===== src/rtl/morse_decoder_fifo.sv =====
// Morse decoder: dot/dash/char-space/word-space strobes -> ASCII, queued in a first-word fall-through FIFO.
// Latency: a char is pushed on the edge that samples char/word space and is on out_data the next cycle; a trailing word space follows one edge later.
// Backpressure: out_ready stalls pops only; a push into a full FIFO is dropped and flagged, and the decoder never stalls.
module morse_decoder_fifo #(
    parameter int MAX_SYM    = 5,
    parameter int FIFO_DEPTH = 8,
    parameter int CHAR_GAP   = 3,
    parameter int WORD_GAP   = 7,
    localparam int CW        = $clog2(FIFO_DEPTH + 1)
) (
    input  logic          clk,
    input  logic          rst,
    input  logic          dot_inp,
    input  logic          dash_inp,
    input  logic          char_space_inp,
    input  logic          word_space_inp,
    input  logic          out_ready,
    input  logic          err_clr,
    output logic [7:0]    out_data,
    output logic          out_valid,
    output logic [CW-1:0] fifo_count,
    output logic [4:0]    err_pulse,
    output logic [4:0]    err_sticky
);
    localparam int AW   = $clog2(FIFO_DEPTH);
    localparam int LW   = $clog2(MAX_SYM + 1);
    localparam int GMAX = (WORD_GAP > CHAR_GAP) ? WORD_GAP : CHAR_GAP;
    localparam int GW   = $clog2(GMAX + 1);

    typedef enum logic [0:0] {S_COLLECT = 1'b0, S_GAP = 1'b1} state_t;

    state_t               state_q, state_d;
    logic [MAX_SYM-1:0]   sym_q, sym_d;
    logic [LW-1:0]        len_q, len_d;
    logic                 ovf_q, ovf_d;
    logic [GW-1:0]        cnt_q, cnt_d;
    logic                 pend_q, pend_d;
    logic [4:0]           err_q, err_d, sticky_q;

    logic [7:0]           mem_q [FIFO_DEPTH];
    logic [AW-1:0]        wr_q, rd_q;
    logic [CW-1:0]        count_q;

    logic [2:0]           n_strb;
    logic                 multi, any_strb, push, do_push, do_pop, full;
    logic [7:0]           push_dat;
    logic [8:0]           dec;
    logic                 dec_unk;

    // ITU table lookup; bit 8 = hit. Symbols are dot=0/dash=1, last symbol in the LSB.
    function automatic logic [8:0] decode(input logic [2:0] l, input logic [4:0] s);
        logic [7:0] c;
        logic       hit;
        hit = 1'b1;
        case ({l, s})
            {3'd2, 5'b00001}: c = "A";  {3'd4, 5'b01000}: c = "B";
            {3'd4, 5'b01010}: c = "C";  {3'd3, 5'b00100}: c = "D";
            {3'd1, 5'b00000}: c = "E";  {3'd4, 5'b00010}: c = "F";
            {3'd3, 5'b00110}: c = "G";  {3'd4, 5'b00000}: c = "H";
            {3'd2, 5'b00000}: c = "I";  {3'd4, 5'b00111}: c = "J";
            {3'd3, 5'b00101}: c = "K";  {3'd4, 5'b00100}: c = "L";
            {3'd2, 5'b00011}: c = "M";  {3'd2, 5'b00010}: c = "N";
            {3'd3, 5'b00111}: c = "O";  {3'd4, 5'b00110}: c = "P";
            {3'd4, 5'b01101}: c = "Q";  {3'd3, 5'b00010}: c = "R";
            {3'd3, 5'b00000}: c = "S";  {3'd1, 5'b00001}: c = "T";
            {3'd3, 5'b00001}: c = "U";  {3'd4, 5'b00001}: c = "V";
            {3'd3, 5'b00011}: c = "W";  {3'd4, 5'b01001}: c = "X";
            {3'd4, 5'b01011}: c = "Y";  {3'd4, 5'b01100}: c = "Z";
            {3'd5, 5'b11111}: c = "0";  {3'd5, 5'b01111}: c = "1";
            {3'd5, 5'b00111}: c = "2";  {3'd5, 5'b00011}: c = "3";
            {3'd5, 5'b00001}: c = "4";  {3'd5, 5'b00000}: c = "5";
            {3'd5, 5'b10000}: c = "6";  {3'd5, 5'b11000}: c = "7";
            {3'd5, 5'b11100}: c = "8";  {3'd5, 5'b11110}: c = "9";
            default: begin c = 8'h3F; hit = 1'b0; end
        endcase
        return {hit, c};
    endfunction

    assign n_strb   = 3'(dot_inp) + 3'(dash_inp) + 3'(char_space_inp) + 3'(word_space_inp);
    assign multi    = (n_strb > 3'd1);
    assign any_strb = (n_strb != 3'd0);
    assign dec      = decode(len_q[2:0], sym_q[4:0]);
    assign dec_unk  = ovf_q || (len_q > LW'(5)) || !dec[8];
    assign full     = (count_q == CW'(FIFO_DEPTH));
    assign out_valid = (count_q != '0);
    assign do_pop   = out_valid && out_ready;

    // Next-state for symbol collection, gap timing, push request and error pulses
    always_comb begin
        state_d  = state_q;
        sym_d    = sym_q;
        len_d    = len_q;
        ovf_d    = ovf_q;
        cnt_d    = cnt_q;
        pend_d   = 1'b0;
        push     = 1'b0;
        push_dat = 8'h00;
        err_d    = '0;
        // Trailing space of a word_space that closed a non-empty character
        if (pend_q) begin
            push     = 1'b1;
            push_dat = 8'h20;
        end
        if (multi) err_d[0] = 1'b1;
        case (state_q)
            S_COLLECT: begin
                if (!multi) begin
                    if (dot_inp || dash_inp) begin
                        if (len_q == LW'(MAX_SYM)) begin
                            err_d[2] = 1'b1;
                            ovf_d    = 1'b1;
                        end else begin
                            sym_d = {sym_q[MAX_SYM-2:0], dash_inp};
                            len_d = len_q + LW'(1);
                        end
                    end else if (char_space_inp || word_space_inp) begin
                        if (len_q != '0) begin
                            push     = 1'b1;
                            push_dat = dec_unk ? 8'h3F : dec[7:0];
                            err_d[3] = dec_unk;
                        end
                        if (word_space_inp) begin
                            if (len_q != '0) begin
                                pend_d = 1'b1;
                            end else begin
                                push     = 1'b1;
                                push_dat = 8'h20;
                            end
                            cnt_d = GW'(WORD_GAP);
                        end else begin
                            cnt_d = GW'(CHAR_GAP);
                        end
                        state_d = S_GAP;
                        len_d   = '0;
                        sym_d   = '0;
                        ovf_d   = 1'b0;
                    end
                end
            end
            S_GAP: begin
                if (any_strb && !multi) err_d[1] = 1'b1;
                if (cnt_q == GW'(1)) state_d = S_COLLECT;
                else                 cnt_d   = cnt_q - GW'(1);
            end
            default: state_d = S_COLLECT;
        endcase
        if (push && full) err_d[4] = 1'b1;
    end

    assign do_push = push && !full;

    // Decoder state, error pulse and sticky registers
    always_ff @(posedge clk or negedge rst) begin
        if (!rst) begin
            state_q  <= S_COLLECT;
            sym_q    <= '0;
            len_q    <= '0;
            ovf_q    <= 1'b0;
            cnt_q    <= '0;
            pend_q   <= 1'b0;
            err_q    <= '0;
            sticky_q <= '0;
        end else begin
            state_q  <= state_d;
            sym_q    <= sym_d;
            len_q    <= len_d;
            ovf_q    <= ovf_d;
            cnt_q    <= cnt_d;
            pend_q   <= pend_d;
            err_q    <= err_d;
            sticky_q <= err_clr ? err_d : (sticky_q | err_d);
        end
    end

    // FIFO storage; contents need no reset because out_data is gated by occupancy
    always_ff @(posedge clk) begin
        if (do_push) mem_q[wr_q] <= push_dat;
    end

    // FIFO pointers and occupancy; pointers wrap naturally at the power-of-2 depth
    always_ff @(posedge clk or negedge rst) begin
        if (!rst) begin
            wr_q    <= '0;
            rd_q    <= '0;
            count_q <= '0;
        end else begin
            if (do_push) wr_q <= wr_q + AW'(1);
            if (do_pop)  rd_q <= rd_q + AW'(1);
            case ({do_push, do_pop})
                2'b10:   count_q <= count_q + CW'(1);
                2'b01:   count_q <= count_q - CW'(1);
                default: count_q <= count_q;
            endcase
        end
    end

    assign out_data   = out_valid ? mem_q[rd_q] : 8'h00;
    assign fifo_count = count_q;
    assign err_pulse  = err_q;
    assign err_sticky = sticky_q;
endmodule


===== config.mk =====
export PLATFORM = sky130hd
export DESIGN_NAME = morse_decoder_fifo
export DESIGN_NICKNAME = d
export VERILOG_FILES = /design/src/rtl/morse_decoder_fifo.sv
export SDC_FILE = /design/constraint.sdc
export NUM_CORES = 1
export LEC_CHECK = 0
export ABC_CLOCK_PERIOD_IN_PS = 3850
export CAP_MARGIN = 30
export CORE_ASPECT_RATIO = 1.5
export CORE_MARGIN = 2
export CORE_UTILIZATION = 50
export CTS_CLUSTER_DIAMETER = 200
export DETAILED_ROUTE_END_ITERATION = 8
export PLACE_DENSITY = 0.77
export SLEW_MARGIN = 20
export SYNTH_ARGS = -nofsm -noshare
export SYNTH_HDL_FRONTEND = slang
export SYNTH_SLANG_ARGS = --single-unit

===== constraint.sdc =====
create_clock -name clk -period 3.85 [get_ports clk]
set_clock_uncertainty 0.15 [all_clocks]
set_input_delay 0.5775 -clock clk [delete_from_list [all_inputs] [get_ports clk]]
set_output_delay 0.5775 -clock clk [all_outputs]
set_load 0.005 [all_outputs]

# After elaboration in Yosys (flattened, before gate mapping)
# Memories as Yosys holds them, arrays and structs flattened.
# Cells that the tools add are included.
# word_totals
elab_cells,154
reg_bits,34
memories,1
ram_bits,64
out_inout_bits,23
# mem_list
name,words,word_bits,read_ports,rd_ports_with_merged_regs,write_ports,line,rtl
mem_q,8,8,1,0,1,40,logic [7:0] mem_q [FIFO_DEPTH];
# op_classes
muxes,61
n_reduce_logical,20
bitwise_logic,3
n_lt_le_gt_ge,2
eq_ne,47
n_addsub,9
# op_table
operator,count
one-hot mux 7 bit (36 select lines),1
"== test 8 bit, second input constant",22
"== test 8 x 7 -> 1 bit, second input constant",12
two-way mux 8 bit,9
OR reduction 36 bit,1
two-way mux 1 bit,33
two-way mux 3 bit,8
two-way mux 5 bit,4
"== test 8 x 6 -> 1 bit, second input constant",2
AND reduction 4 bit,3
"!= test 2 bit, second input constant",5
"adder 3 x 1 -> 3 bit, second input constant",3
one-hot mux 4 bit (2 select lines),1
two-way mux 6 bit,1
one-hot mux 3 bit (2 select lines),1
nonzero test 3 bit,2
OR 5 bit,1
"adder 4 x 1 -> 4 bit, second input constant",1
"== test 4 bit, second input constant",1
logical AND 1 bit,4
logical OR 1 bit,4
two-way mux 2 bit,2
nonzero test 2 bit,2
nonzero test 4 bit,1
15 further kinds,18

# Logic depth before layout (Yosys ltp)
# logic_depth
word_depth,13
depth_mapped,18
mapped_depth_nobuf,18

# Worst setup path after synthesis
# No wires, ideal clock.
# synth_timing
kind,input to register
start,input port dot_inp
end,"register count_q[3], in the netlist fifo_count[3]"
stages,18
required_time_ps,3571
arrival_ps,3577
setup_ps,129
slack_ps,-7
path_buffers,0
path_cell_list,inv_1 -> fa_1 -> inv_1 -> ha_1 -> inv_1 -> ha_1 -> nor2b_1 -> and2_1 -> a21oi_2 -> a21oi_1 -> inv_2 -> ha_1 -> ha_1 -> a21o_1 -> a21oi_1 -> xnor2_1 -> nor2_1 -> xor2_1
# synth_between
elab_chain_len,9
word_cells_on_any_way,13
cone_classes,add/sub (3); order compare (1); eq/ne (2); mux (4); reduce/logical (3)
# synth_lines
item,line,rtl
"start, declared",13,"input logic dot_inp,"
adder 1 x 1 -> 2 bit,79,assign n_strb = 3'(dot_inp) + 3'(dash_inp) + 3'(char_space_inp) + 3'(word_space_inp);
adder 2 x 1 -> 3 bit,79,
adder 3 x 1 -> 3 bit,79,
> comparator 3 x 1 -> 1 bit,80,assign multi = (n_strb > 3'd1);
two-way mux 1 bit (*),107,if (!multi) begin
two-way mux 1 bit (*),105,case (state_q)
logical AND 1 bit (*),150,assign do_push = push && !full;
== test 2 x 1 -> 1 bit or == test 2 bit (tied branches),189,"case ({do_push, do_pop})"
one-hot mux 4 bit (2 select lines) or nonzero test 2 bit (tied branches),--,
"end signal, assigned",190,2'b10: count_q <= count_q + CW'(1);
"end signal, assigned",191,2'b01: count_q <= count_q - CW'(1);
"end signal, assigned",192,default: count_q <= count_q;
"end, declared",42,logic [CW-1:0] count_q;
# Mark *: on every way between the ends. The rest lies on a longest branch, timed or not.
# A chain may end at the register's enable or synchronous reset.

# Worst setup path in the final report
# layout_timing
start,input port word_space_inp
end,"register count_q[3], in the netlist fifo_count[3]"
# layout_between
elab_chain_len,8
word_cells_on_any_way,13
cone_classes,add/sub (1); order compare (1); eq/ne (2); mux (6); reduce/logical (3)
# layout_lines
item,line,rtl
"start, declared",16,"input logic word_space_inp,"
"parallel branches: the longest is 3 deep, another holds adder 3 x 1 -> 3 bit",--,
two-way mux 1 bit (*),107,
two-way mux 1 bit (*),105,
logical AND 1 bit (*),150,
== test 2 x 1 -> 1 bit or == test 2 bit (tied branches),189,
one-hot mux 4 bit (2 select lines) or nonzero test 2 bit (tied branches),--,
# Every way passes the cells marked *.

==> results.py <==
metrics = {
    "routing": {
        "ant_nets": 0,
        "drt-total-wl_um": 9340,
        "wire_per_inst_um": 17.4,
        "via_count": 3049,
        "drtIter0Drc": 145,
        "viasPerCell": 5.69,
        "drc": 0,
        "firstDrtPassIters": 4,
    },
    "cts": {
        "clk_pin_slew_ns": 0.07,
        "cts_tree": "built",
        "h-tree-depth": 3,
        "root_buffer": "clkbuf_16",
        "cts_made_buffers": 9,
        "clock_sinks": 90,
        "cts.path.max_buffers": 2,
        "clk_latency_ns": 0.34,
    },
    "synth": {
        "syn_nets": 394,
        "yosysUniqueCellTypes": 60,
        "synth-main-ff-cell": "edfxtp_1",
        "syn_area_um2": 4640,
        "synth_top_area_share_pct": 36.2,
        "syn_avg_cell_area_um2": 12.5,
        "yosys_warnings": 0,
        "synth_largest_area_cell": "edfxtp_1",
        "ys_seq_area_share_pct": 54.6,
        "netlist_top_cells_area": "edfxtp_1 (36%), dfrtp_1 (18%), mux4_2 (6.8%)",
        "syn_inst": 370,
        "ys_ff_latch": 90,
        "postSynth.asyncResetShare_pct": 37.8,
        "synth_edf_count": 56,
    },
    "layout": {
        "drive_gt1_share_pct": 21.0,
        "syn2layout_area_growth_pct": 18.3,
        "fin_nets": 443,
        "diodes": 0,
        "layout_commonest_cell": "edfxtp_1",
        "final_cells": 536,
        "final_cell_mix": "edfxtp_1 (56), dfrtp_1 (34), nor2_1 (33)",
    },
    "worst_setup_path": {
        "cpLargestDelayFamily": "adder cells",
        "critical_path_class": "input pin to flip-flop",
        "critPathBufInv": 5,
        "crit_arrival_ns": 3.73,
        "cp.required_ns": 3.92,
        "cp_cell_sequence": "clkdlybuf4s50_1 -> inv_1 -> fa_1 -> inv_1 -> ha_1 -> inv_1 -> ha_2 -> nor2b_4 -> and2_4 -> a21oi_2 -> a21oi_2 -> inv_2 -> ha_2 -> ha_1 -> a21o_1 -> a21oi_2 -> xnor2_1 -> nor2_1 -> xor2_1",
        "cp-start-kind": "input pin",
        "slowest_stage": "clkdlybuf4s50_1",
        "path_max_fanout": 4,
        "endpoint_kind": "flip-flop",
        "slowest_delay_ns": 0.47,
    },
    "floorplan": {
        "dieArea_um2": 10100,
        "row_count": 43,
        "die_w_um": 82.7,
        "core_um2": 9150,
        "initial_utilization_pct": 50.7,
        "boundaryPins": 31,
        "die_y_um": 122,
    },
    "global_route": {
        "grt_use_total_pct": 20.3,
        "grt_pass1_wl_um": 15200,
        "grt_pass1_vias": 3036,
        "grt_overflow": 0,
        "antenna_found_initial": 0,
        "grt_max_degree": 35,
    },
    "placed_design": {
        "post-place-cells": 520,
        "finalWeightedCongestion": 0.934,
        "io_buffers": 29,
        "hpwl_um": 6610,
    },
    "pwr": {
        "vdd.ir_drop.worst_uv": 495,
        "p_leak_nw": 2.16,
        "seqPwrFrac_pct": 38.2,
        "p_switching_w": 0.00154,
        "swShare_pct": 37.8,
        "finalPower_w": 0.00408,
        "p_per_area_nw_per_um2": 743,
        "power.share.clock_pct": 20.7,
        "p_int_w": 0.00254,
        "comb_power_share_pct": 41.1,
    },
    "hold_path": {
        "hold_path_class": "input pin to async pin",
    },
    "sta": {
        "max_slew_margin_pct": 45.3,
        "fin_crit_ns": 3.66,
        "slew_violations": 0,
        "rsz0062_at_grt": "no",
        "hold_viol": 0,
        "fmax_ghz": 0.273,
        "period_share_pct": 95.2,
        "setup_violations": 0,
        "worst_pin_slew_ns": 0.821,
    },
    "flow_run": {
        "drv_cap": 0,
    },
    "outcome": {
        "status": "finished, final reports clean",
    },
}
## cell usage after synthesis, types with 5 or more instances
library cell,number
edfxtp_1,56
dfrtp_1,34
nor2_1,33
nand2_1,30
inv_1,22
ha_1,14
mux4_2,14
nor3_1,10
xnor2_1,10
a21oi_1,9
o21ai_0,9
mux2i_1,8
a21o_1,7
a22o_1,6
a31oi_1,6
buf_2,6
nand2b_1,6
buf_6,5
## power by group through the flow
| stage | registers [W] | logic [W] | clock network (W) |
|---|---|---|---|
| 4_1_cts | 0.00155 | 0.00167 | 0.000861 |
| 3_3_place_gp | 0.00155 | 0.00162 | 0 |
| 3_5_place_dp | 0.00157 | 0.00165 | 0 |
| 2_1_floorplan | 0.00132 | 0.00141 | 0 |
| 6_report | 0.00156 | 0.00167 | 0.000843 |
| 5_1_grt | 0.00159 | 0.00187 | 0.000908 |
## flip-flops by register name, indices dropped and copies added (netlist names), 3 cells and up
| register | cells |
|---|---|
| err_pulse | 5 |
| wr_q | 3 |
| rd_q | 3 |
| err_sticky | 5 |
| mem_q | 56 |
| len_q | 3 |
| cnt_q | 3 |
| fifo_count | 4 |
| sym_q | 5 |
## path summary, 6_finish.rpt
| check | startpoint | end | slack [ns] | cells after the start |
|---|---|---|---|---|
| setup / recovery | word_space_inp | fifo_count[3] | 0.19 | 19 |
| hold / removal | rst | sym_q[2] | 0.19 | 1 |
| setup reg to reg | len_q[1] | fifo_count[3] | 0.79 | 14 |
| hold reg to reg | err_sticky[1] | err_sticky[1] | 0.33 | 1 |
| max in group asynchronous | rst | err_sticky[4] | 2.85 | 1 |
| min in group clk | err_sticky[1] | err_sticky[1] | 0.33 | 1 |
## stage by stage
step | TNS [ns] | area, um2 | worst slack, ns | hold WS, ns | util (%)
2_1_floorplan | 0 | 4640 | 0.109 | 0.132 | -
3_3_place_gp | -0.240 | 5150 | -0.201 | 0.313 | 56.4
3_5_place_dp | -0.555 | 5150 | -0.338 | 0.319 | 56.4
4_1_cts | 0 | 5450 | 0.0143 | 0.224 | 59.6
5_1_grt | 0 | 5490 | 0.00354 | 0.247 | 60.0
6_report | 0 | 5490 | 0.186 | 0.186 | 60.0
## cell families after synthesis
logic type	share of synthesized area (%)
AND/OR/NAND/NOR	13.8
other	0.0808
multiplexers	8.76
flip-flops	54.6
AO/OA/AOI/OAI	10.7
buffers and inverters	4.85
XOR/XNOR	2.64
adder cells (fa/ha/maj)	4.64
## final cells by class
class	instances	area, um2
inverters	23	86.3
clock inverters	6	46.3
multi-input cells	236	1920
well taps	112	140
clock buffers	10	250
repair buffers	59	515
fillers	720	3660
flip-flops and latches	90	2530
## routing by layer
| metal | global-route usage [%] | routed length, um | vias up |
|---|---|---|---|
| met5 | 0 | 0 | - |
| met4 | 6.97 | 189 | 0 |
| met3 | 3.93 | 367 | 16 |
| met2 | 35.4 | 5160 | 86 |
| met1 | 24.5 | 3620 | 1478 |
| li1 | - | - | 1469 |
## what timing repair did
item,in CTS,in global routing
buffers inserted,0,0
setup endpoints to repair,0,3
endpoints found under the hold margin,0,0
hold buffers,0,0
resized for setup,0,11
No activity file was read; power rests on OpenSTA's default activity.
